### src/rtl/rv32i_uart_boot_loader.sv
// UART (8N1) program-image loader: receives a length-prefixed, checksummed image and
// writes it word-by-word into RAM, holding the core in reset until the image is verified.
module rv32i_uart_boot_loader #(
  parameter int CLKS_PER_BIT = 87,
  parameter int ADDR_W       = 10
) (
  input  logic              clk,
  input  logic              reset,
  input  logic              uart_rx,
  output logic              ram_we,
  output logic [ADDR_W-1:0] ram_addr,
  output logic [31:0]       ram_wdata,
  output logic              core_hold,
  output logic              boot_done,
  output logic              boot_err
);

  localparam int CNT_W = $clog2(CLKS_PER_BIT);
  localparam logic [CNT_W-1:0] CNT_FULL = CNT_W'(CLKS_PER_BIT - 1);
  localparam logic [CNT_W-1:0] CNT_HALF = CNT_W'(CLKS_PER_BIT / 2 - 1);
  localparam logic [CNT_W-1:0] CNT_ONE  = CNT_W'(1);
  localparam logic [ADDR_W:0]  WCNT_ONE = (ADDR_W+1)'(1);
  localparam logic [16:0]      CAP      = 17'(1) << ADDR_W;

  localparam logic [1:0] RX_IDLE  = 2'd0;
  localparam logic [1:0] RX_START = 2'd1;
  localparam logic [1:0] RX_DATA  = 2'd2;
  localparam logic [1:0] RX_STOP  = 2'd3;

  localparam logic [2:0] LD_LEN_LO = 3'd0;
  localparam logic [2:0] LD_LEN_HI = 3'd1;
  localparam logic [2:0] LD_DATA   = 3'd2;
  localparam logic [2:0] LD_SUM    = 3'd3;
  localparam logic [2:0] LD_DONE   = 3'd4;
  localparam logic [2:0] LD_ERROR  = 3'd5;

  logic [1:0]        sync_q, sync_d;
  logic              rx_prev_q, rx_prev_d;
  logic [1:0]        rx_state_q, rx_state_d;
  logic [CNT_W-1:0]  cnt_q, cnt_d;
  logic [2:0]        bit_q, bit_d;
  logic [7:0]        shift_q, shift_d;

  logic [2:0]        ld_state_q, ld_state_d;
  logic [7:0]        len_lo_q, len_lo_d;
  logic [ADDR_W:0]   len_q, len_d;
  logic [ADDR_W:0]   word_cnt_q, word_cnt_d;
  logic [1:0]        byte_idx_q, byte_idx_d;
  logic [31:0]       word_q, word_d;
  logic [7:0]        sum_q, sum_d;
  logic              ram_we_q, ram_we_d;
  logic [ADDR_W-1:0] ram_addr_q, ram_addr_d;
  logic [31:0]       ram_wdata_q, ram_wdata_d;

  logic              rx_s;
  logic              rx_valid;
  logic              frm_err;
  logic [7:0]        rx_byte;
  logic [16:0]       len17;
  logic [31:0]       word_next;

  assign rx_s      = sync_q[1];
  assign sync_d    = {sync_q[0], uart_rx};
  assign rx_prev_d = rx_s;
  assign rx_byte   = shift_q;
  assign len17     = {1'b0, rx_byte, len_lo_q};
  assign word_next = {rx_byte, word_q[31:8]};

  // Receiver: start bit re-checked at mid-bit, then every bit sampled one bit period later.
  always_comb begin
    rx_state_d = rx_state_q;
    cnt_d      = cnt_q;
    bit_d      = bit_q;
    shift_d    = shift_q;
    rx_valid   = 1'b0;
    frm_err    = 1'b0;
    case (rx_state_q)
      RX_IDLE: begin
        if (rx_prev_q && !rx_s) begin
          rx_state_d = RX_START;
          cnt_d      = '0;
        end
      end
      RX_START: begin
        if (cnt_q == CNT_HALF) begin
          cnt_d      = '0;
          bit_d      = '0;
          rx_state_d = rx_s ? RX_IDLE : RX_DATA;
        end else begin
          cnt_d = cnt_q + CNT_ONE;
        end
      end
      RX_DATA: begin
        if (cnt_q == CNT_FULL) begin
          cnt_d   = '0;
          shift_d = {rx_s, shift_q[7:1]};
          bit_d   = bit_q + 3'd1;
          if (bit_q == 3'd7) rx_state_d = RX_STOP;
        end else begin
          cnt_d = cnt_q + CNT_ONE;
        end
      end
      default: begin
        if (cnt_q == CNT_FULL) begin
          cnt_d      = '0;
          rx_state_d = RX_IDLE;
          rx_valid   = rx_s;
          frm_err    = !rx_s;
        end else begin
          cnt_d = cnt_q + CNT_ONE;
        end
      end
    endcase
  end

  // Loader: length (LE 16-bit), len words of data, then an 8-bit wrapping checksum of data bytes.
  always_comb begin
    ld_state_d  = ld_state_q;
    len_lo_d    = len_lo_q;
    len_d       = len_q;
    word_cnt_d  = word_cnt_q;
    byte_idx_d  = byte_idx_q;
    word_d      = word_q;
    sum_d       = sum_q;
    ram_we_d    = 1'b0;
    ram_addr_d  = ram_addr_q;
    ram_wdata_d = ram_wdata_q;
    case (ld_state_q)
      LD_LEN_LO: begin
        if (rx_valid) begin
          len_lo_d   = rx_byte;
          ld_state_d = LD_LEN_HI;
        end
      end
      LD_LEN_HI: begin
        if (rx_valid) begin
          if (len17 == 17'd0) begin
            ld_state_d = LD_SUM;
          end else if (len17 > CAP) begin
            ld_state_d = LD_ERROR;
          end else begin
            len_d      = len17[ADDR_W:0];
            ld_state_d = LD_DATA;
          end
        end
      end
      LD_DATA: begin
        if (rx_valid) begin
          sum_d      = sum_q + rx_byte;
          byte_idx_d = byte_idx_q + 2'd1;
          word_d     = word_next;
          if (byte_idx_q == 2'd3) begin
            ram_we_d    = 1'b1;
            ram_wdata_d = word_next;
            ram_addr_d  = word_cnt_q[ADDR_W-1:0];
            word_cnt_d  = word_cnt_q + WCNT_ONE;
            if ((word_cnt_q + WCNT_ONE) == len_q) ld_state_d = LD_SUM;
          end
        end
      end
      LD_SUM: begin
        if (rx_valid) ld_state_d = (rx_byte == sum_q) ? LD_DONE : LD_ERROR;
      end
      default: ;
    endcase
    if (frm_err && ld_state_q != LD_DONE) ld_state_d = LD_ERROR;
  end

  always_ff @(posedge clk) begin
    if (reset) begin
      sync_q      <= 2'b11;
      rx_prev_q   <= 1'b1;
      rx_state_q  <= RX_IDLE;
      cnt_q       <= '0;
      bit_q       <= '0;
      shift_q     <= '0;
      ld_state_q  <= LD_LEN_LO;
      len_lo_q    <= '0;
      len_q       <= '0;
      word_cnt_q  <= '0;
      byte_idx_q  <= '0;
      word_q      <= '0;
      sum_q       <= '0;
      ram_we_q    <= 1'b0;
      ram_addr_q  <= '0;
      ram_wdata_q <= '0;
    end else begin
      sync_q      <= sync_d;
      rx_prev_q   <= rx_prev_d;
      rx_state_q  <= rx_state_d;
      cnt_q       <= cnt_d;
      bit_q       <= bit_d;
      shift_q     <= shift_d;
      ld_state_q  <= ld_state_d;
      len_lo_q    <= len_lo_d;
      len_q       <= len_d;
      word_cnt_q  <= word_cnt_d;
      byte_idx_q  <= byte_idx_d;
      word_q      <= word_d;
      sum_q       <= sum_d;
      ram_we_q    <= ram_we_d;
      ram_addr_q  <= ram_addr_d;
      ram_wdata_q <= ram_wdata_d;
    end
  end

  assign ram_we    = ram_we_q;
  assign ram_addr  = ram_addr_q;
  assign ram_wdata = ram_wdata_q;
  assign boot_done = (ld_state_q == LD_DONE);
  assign boot_err  = (ld_state_q == LD_ERROR);
  assign core_hold = !boot_done;

endmodule

### config.mk
export PLATFORM = sky130hd
export DESIGN_NAME = rv32i_uart_boot_loader
export DESIGN_NICKNAME = d
export VERILOG_FILES = /design/src/rtl/rv32i_uart_boot_loader.sv
export SDC_FILE = /design/constraint.sdc
export NUM_CORES = 1
export LEC_CHECK = 0
export ABC_AREA = 1
export CAP_MARGIN = 10
export CORE_MARGIN = 10
export CORE_UTILIZATION = 62
export DETAILED_ROUTE_END_ITERATION = 6
export GPL_ROUTABILITY_DRIVEN = 1
export GPL_TIMING_DRIVEN = 0
export PLACE_DENSITY = 0.87
export SKIP_LAST_GASP = 1
export SLEW_MARGIN = 20
export SYNTH_ARGS = -nofsm -noshare
export SYNTH_HDL_FRONTEND = slang
export SYNTH_SLANG_ARGS = --single-unit
### constraint.sdc
create_clock -name clk -period 3.2 [get_ports clk]
set_clock_uncertainty 0.15 [all_clocks]
set_input_delay 0.64 -clock clk [delete_from_list [all_inputs] [get_ports clk]]
set_output_delay 0.64 -clock clk [all_outputs]
set_load 0.005 [all_outputs]
==> metrics <==
status=finished, violations left; failing checks=DRC; first-pass GRT wire length=25700 um; maxcap violations=0; DRC=3; Crit path max-delay family=simple AND/OR/NAND/NOR gates; clock buffer count from CTS=17; register area share after synthesis=0.458; die width=117 um; CTS clk-pin slew, worst paths=60 ps; wire per inst=17.2 um; Mapped Cells=727; Area Overhead vs Synth=21.8%; Comb pwr share=0.035; CTS H-tree lvls=4; syn nets=744; setup tns final=0 ps; CTS tree=done; Tcrit/Tclk final=0.804; routed via count=5479; Ant. Diodes=0; clk root buf=clkbuf_8; half-perimeter wire length after placement=10600 um; sw frac=0.207; syn avg cell area=8.00 um2; number of flops mapped to enable cells by yosys=0; library cells used by synthesis=33; asr flop ratio synth=0; crit-path cells=ha_1 > nand2_1 > o21ai_0 > nand2_1 > nand2_1 > nand2_1 > nor2_1 > nand3_1 > o21ai_1 > nand2_1 > nand3_1 > nand2_1 > nor2_1; Sink Count=133; fmax=0.389 GHz; GR Overflow Total=0; critical path arrival=2880 ps; Clock Path Buffers=2; vias per cell=5.97; Core Footprint=9200 um2; post-CTS resize count=0; IO buf count=48; Slew Viols, Final=0; Ys Warns=0; sw power=818 uW; Initial Utilization=0.632; GRT Total Usage=0.234; Critical Path RT=3510 ps; Final Hold Fails=0; Routed Antenna Nets=0; Die ar.=13600 um2; pwr dens=558 nW/um2; drt pass-1 iters=7; Placer Congestion=0.970; worst setup path class=flip-flop to flip-flop; share of power burned in registers=0.428; CP max FO=7; Mapped Area=5810 um2; top area cells in the synthesized netlist=dfxtp_1 (46%), nor2_1 (7.8%), a211oi_2 (6.7%), o21ai_0 (6.4%), a21oi_1 (5.2%); setup bufs post-CTS=0; Synth Flop Type=dfxtp_1; cell mode on critical path=nand2_1; Crit. Startpoint=word_cnt_q[0]$_SDFFE_PP0P_; initial antenna violation count=0; setup violation total in the final timing report=0; largest net degree at the start of global routing=17; Pint=3130 uW; Tmin final=2570 ps; number of core rows=35; crit start category=flip-flop; Static Leakage=0.00265 uW; Synth Register Bits=133; Iteration-0 DRC Markers=547; final total power=3950 uW; number of global-route vias before repair=5393; io pins=49; HP Start=sync_q[0]$_SDFF_PP1_; post-synth top area share=0.458; post-synth top area cell=dfxtp_1; worst stage delay on the critical path=480 ps; Critical-path top delay cell=dfxtp_1; Worst Tran Pin Value=812 ps; worst-skew pair later-pin latency=520 ps; VDD IR-drop max=370 uV; Critical Path Sink Type=flip-flop; power share of the clock group=0.538; RSZ-0062 raised after global routing=false; # nets final=811; Post-Route WL=15800 um; height of the die=117 um; layout cells sized above 1=0.109; worst min path class=flip-flop to flip-flop; r2r startpoint=word_cnt_q[0]$_SDFFE_PP0P_; Slew headroom=0.459; hold_buf cts=0; CP bufs+invs=0
==> power groups by stage <==
stage	clock, uW	combinational, uW	sequential [uW]
detailed placement	0	128	1730
finish	2120	137	1690
floorplan	0	93.3	1720
CTS	2120	134	1690
global placement	0	119	1720
global route	2210	151	1690
==> layer usage <==
metal	global-route usage	share of wire
met2	0.411	0.49
met5	0	0
met3	0.0591	0.073
met1	0.256	0.39
met4	0.122	0.040
==> area by class of cell <==
type / count / area (um2)
Multi-Input combinational cell: 480 / 2670
Sequential cell: 133 / 2660
Fill cell: 615 / 2120
Timing Repair Buffer: 48 / 480
Clock buffer: 23 / 477
Inverter: 80 / 300
Buffer: 34 / 185
Clock inverter: 8 / 170
Tap cell: 111 / 139
==> worst register-to-register path, cell delays in order (launching register included) <==
cell and delay (ps):
dfxtp_1 480, ha_1 270, nand2_1 170, o21ai_0 310, nand2_1 90, nand2_1 70
nand2_1 60, nor2_1 140, nand3_1 130, o21ai_1 230, nand2_1 150, nand3_1 120
nand2_1 70, nor2_1 90
==> placed cells by master, fill, tap and decap left out, drive strengths merged <==
master         instances
clkinv                 1
o211ai                 1
o21ai                 76
ha                    13
and2                   1
a31oi                  7
bufinv                 5
buf                   16
clkbuf                41
nand2                 75
or2                    4
nor2                 124
clkdlybuf4s50         48
a21oi                 60
clkinvlp               2
nor4                   4
nor3                   7
a211oi                49
nand3                 33
a21boi                 1
fa                     1
inv                   80
xnor2                  5
nand4                  9
xor2                   9
dfxtp                133
and3                   1
==> cell usage after synthesis, types with 7 or more instances <==
master and instances:
a31oi_1 7, buf_2 7, inv_1 78, o21ai_0 74, a21oi_1 60, a211oi_1 18
a211oi_2 31, clkbuf_1 18, nand4_1 9, nor2_1 121, xor2_1 9, nand2_1 74
nand3_1 33, dfxtp_1 133, ha_1 13
==> worst paths after layout <==
kind,end,cells past startpoint,slack [ps]
worst min-delay path,sync_q[1]$_SDFF_PP1_,1,260
worst min register to register,sync_q[1]$_SDFF_PP1_,1,260
worst max-delay path,ld_state_q[0]$_SDFFE_PP0P_,13,630
worst max register to register,ld_state_q[0]$_SDFFE_PP0P_,13,630
==> state kept, by name, summed over array words and instances, names as in the netlist, 2 cells and up <==
signal      flops
ld_state_q      3
len_lo_q        8
sum_q           8
ram_addr       10
sync_q          2
len_q          11
ram_wdata      32
rx_byte         8
word_q         24
rx_state_q      2
byte_idx_q      2
cnt_q           7
bit_q           3
word_cnt_q     11
==> logic make-up (layout without fill, tap and decap cells) <==
family | count (synthesis) | count (layout) | synth area share
xor gates and xnor gates | 14 | 14 | 0.0211
adders and majority gates | 14 | 14 | 0.0314
DFF | 133 | 133 | 0.458
and+or+nand+nor | 258 | 258 | 0.189
AOI/OAI and AO/OA | 194 | 194 | 0.217
buffers and inverters | 114 | 193 | 0.0835
==> through the flow <==
stage,std cells,hold slack (ps),worst slack (ps),utilization,instance area [um2]
floorplan,727,239,1190,-,5810
global placement,886,243,624,0.699,6430
detailed placement,886,253,590,0.699,6430
CTS,917,266,632,0.770,7080
global route,917,292,363,0.770,7080
finish,917,262,627,0.770,7080
Power figures use the tool's default switching activity.
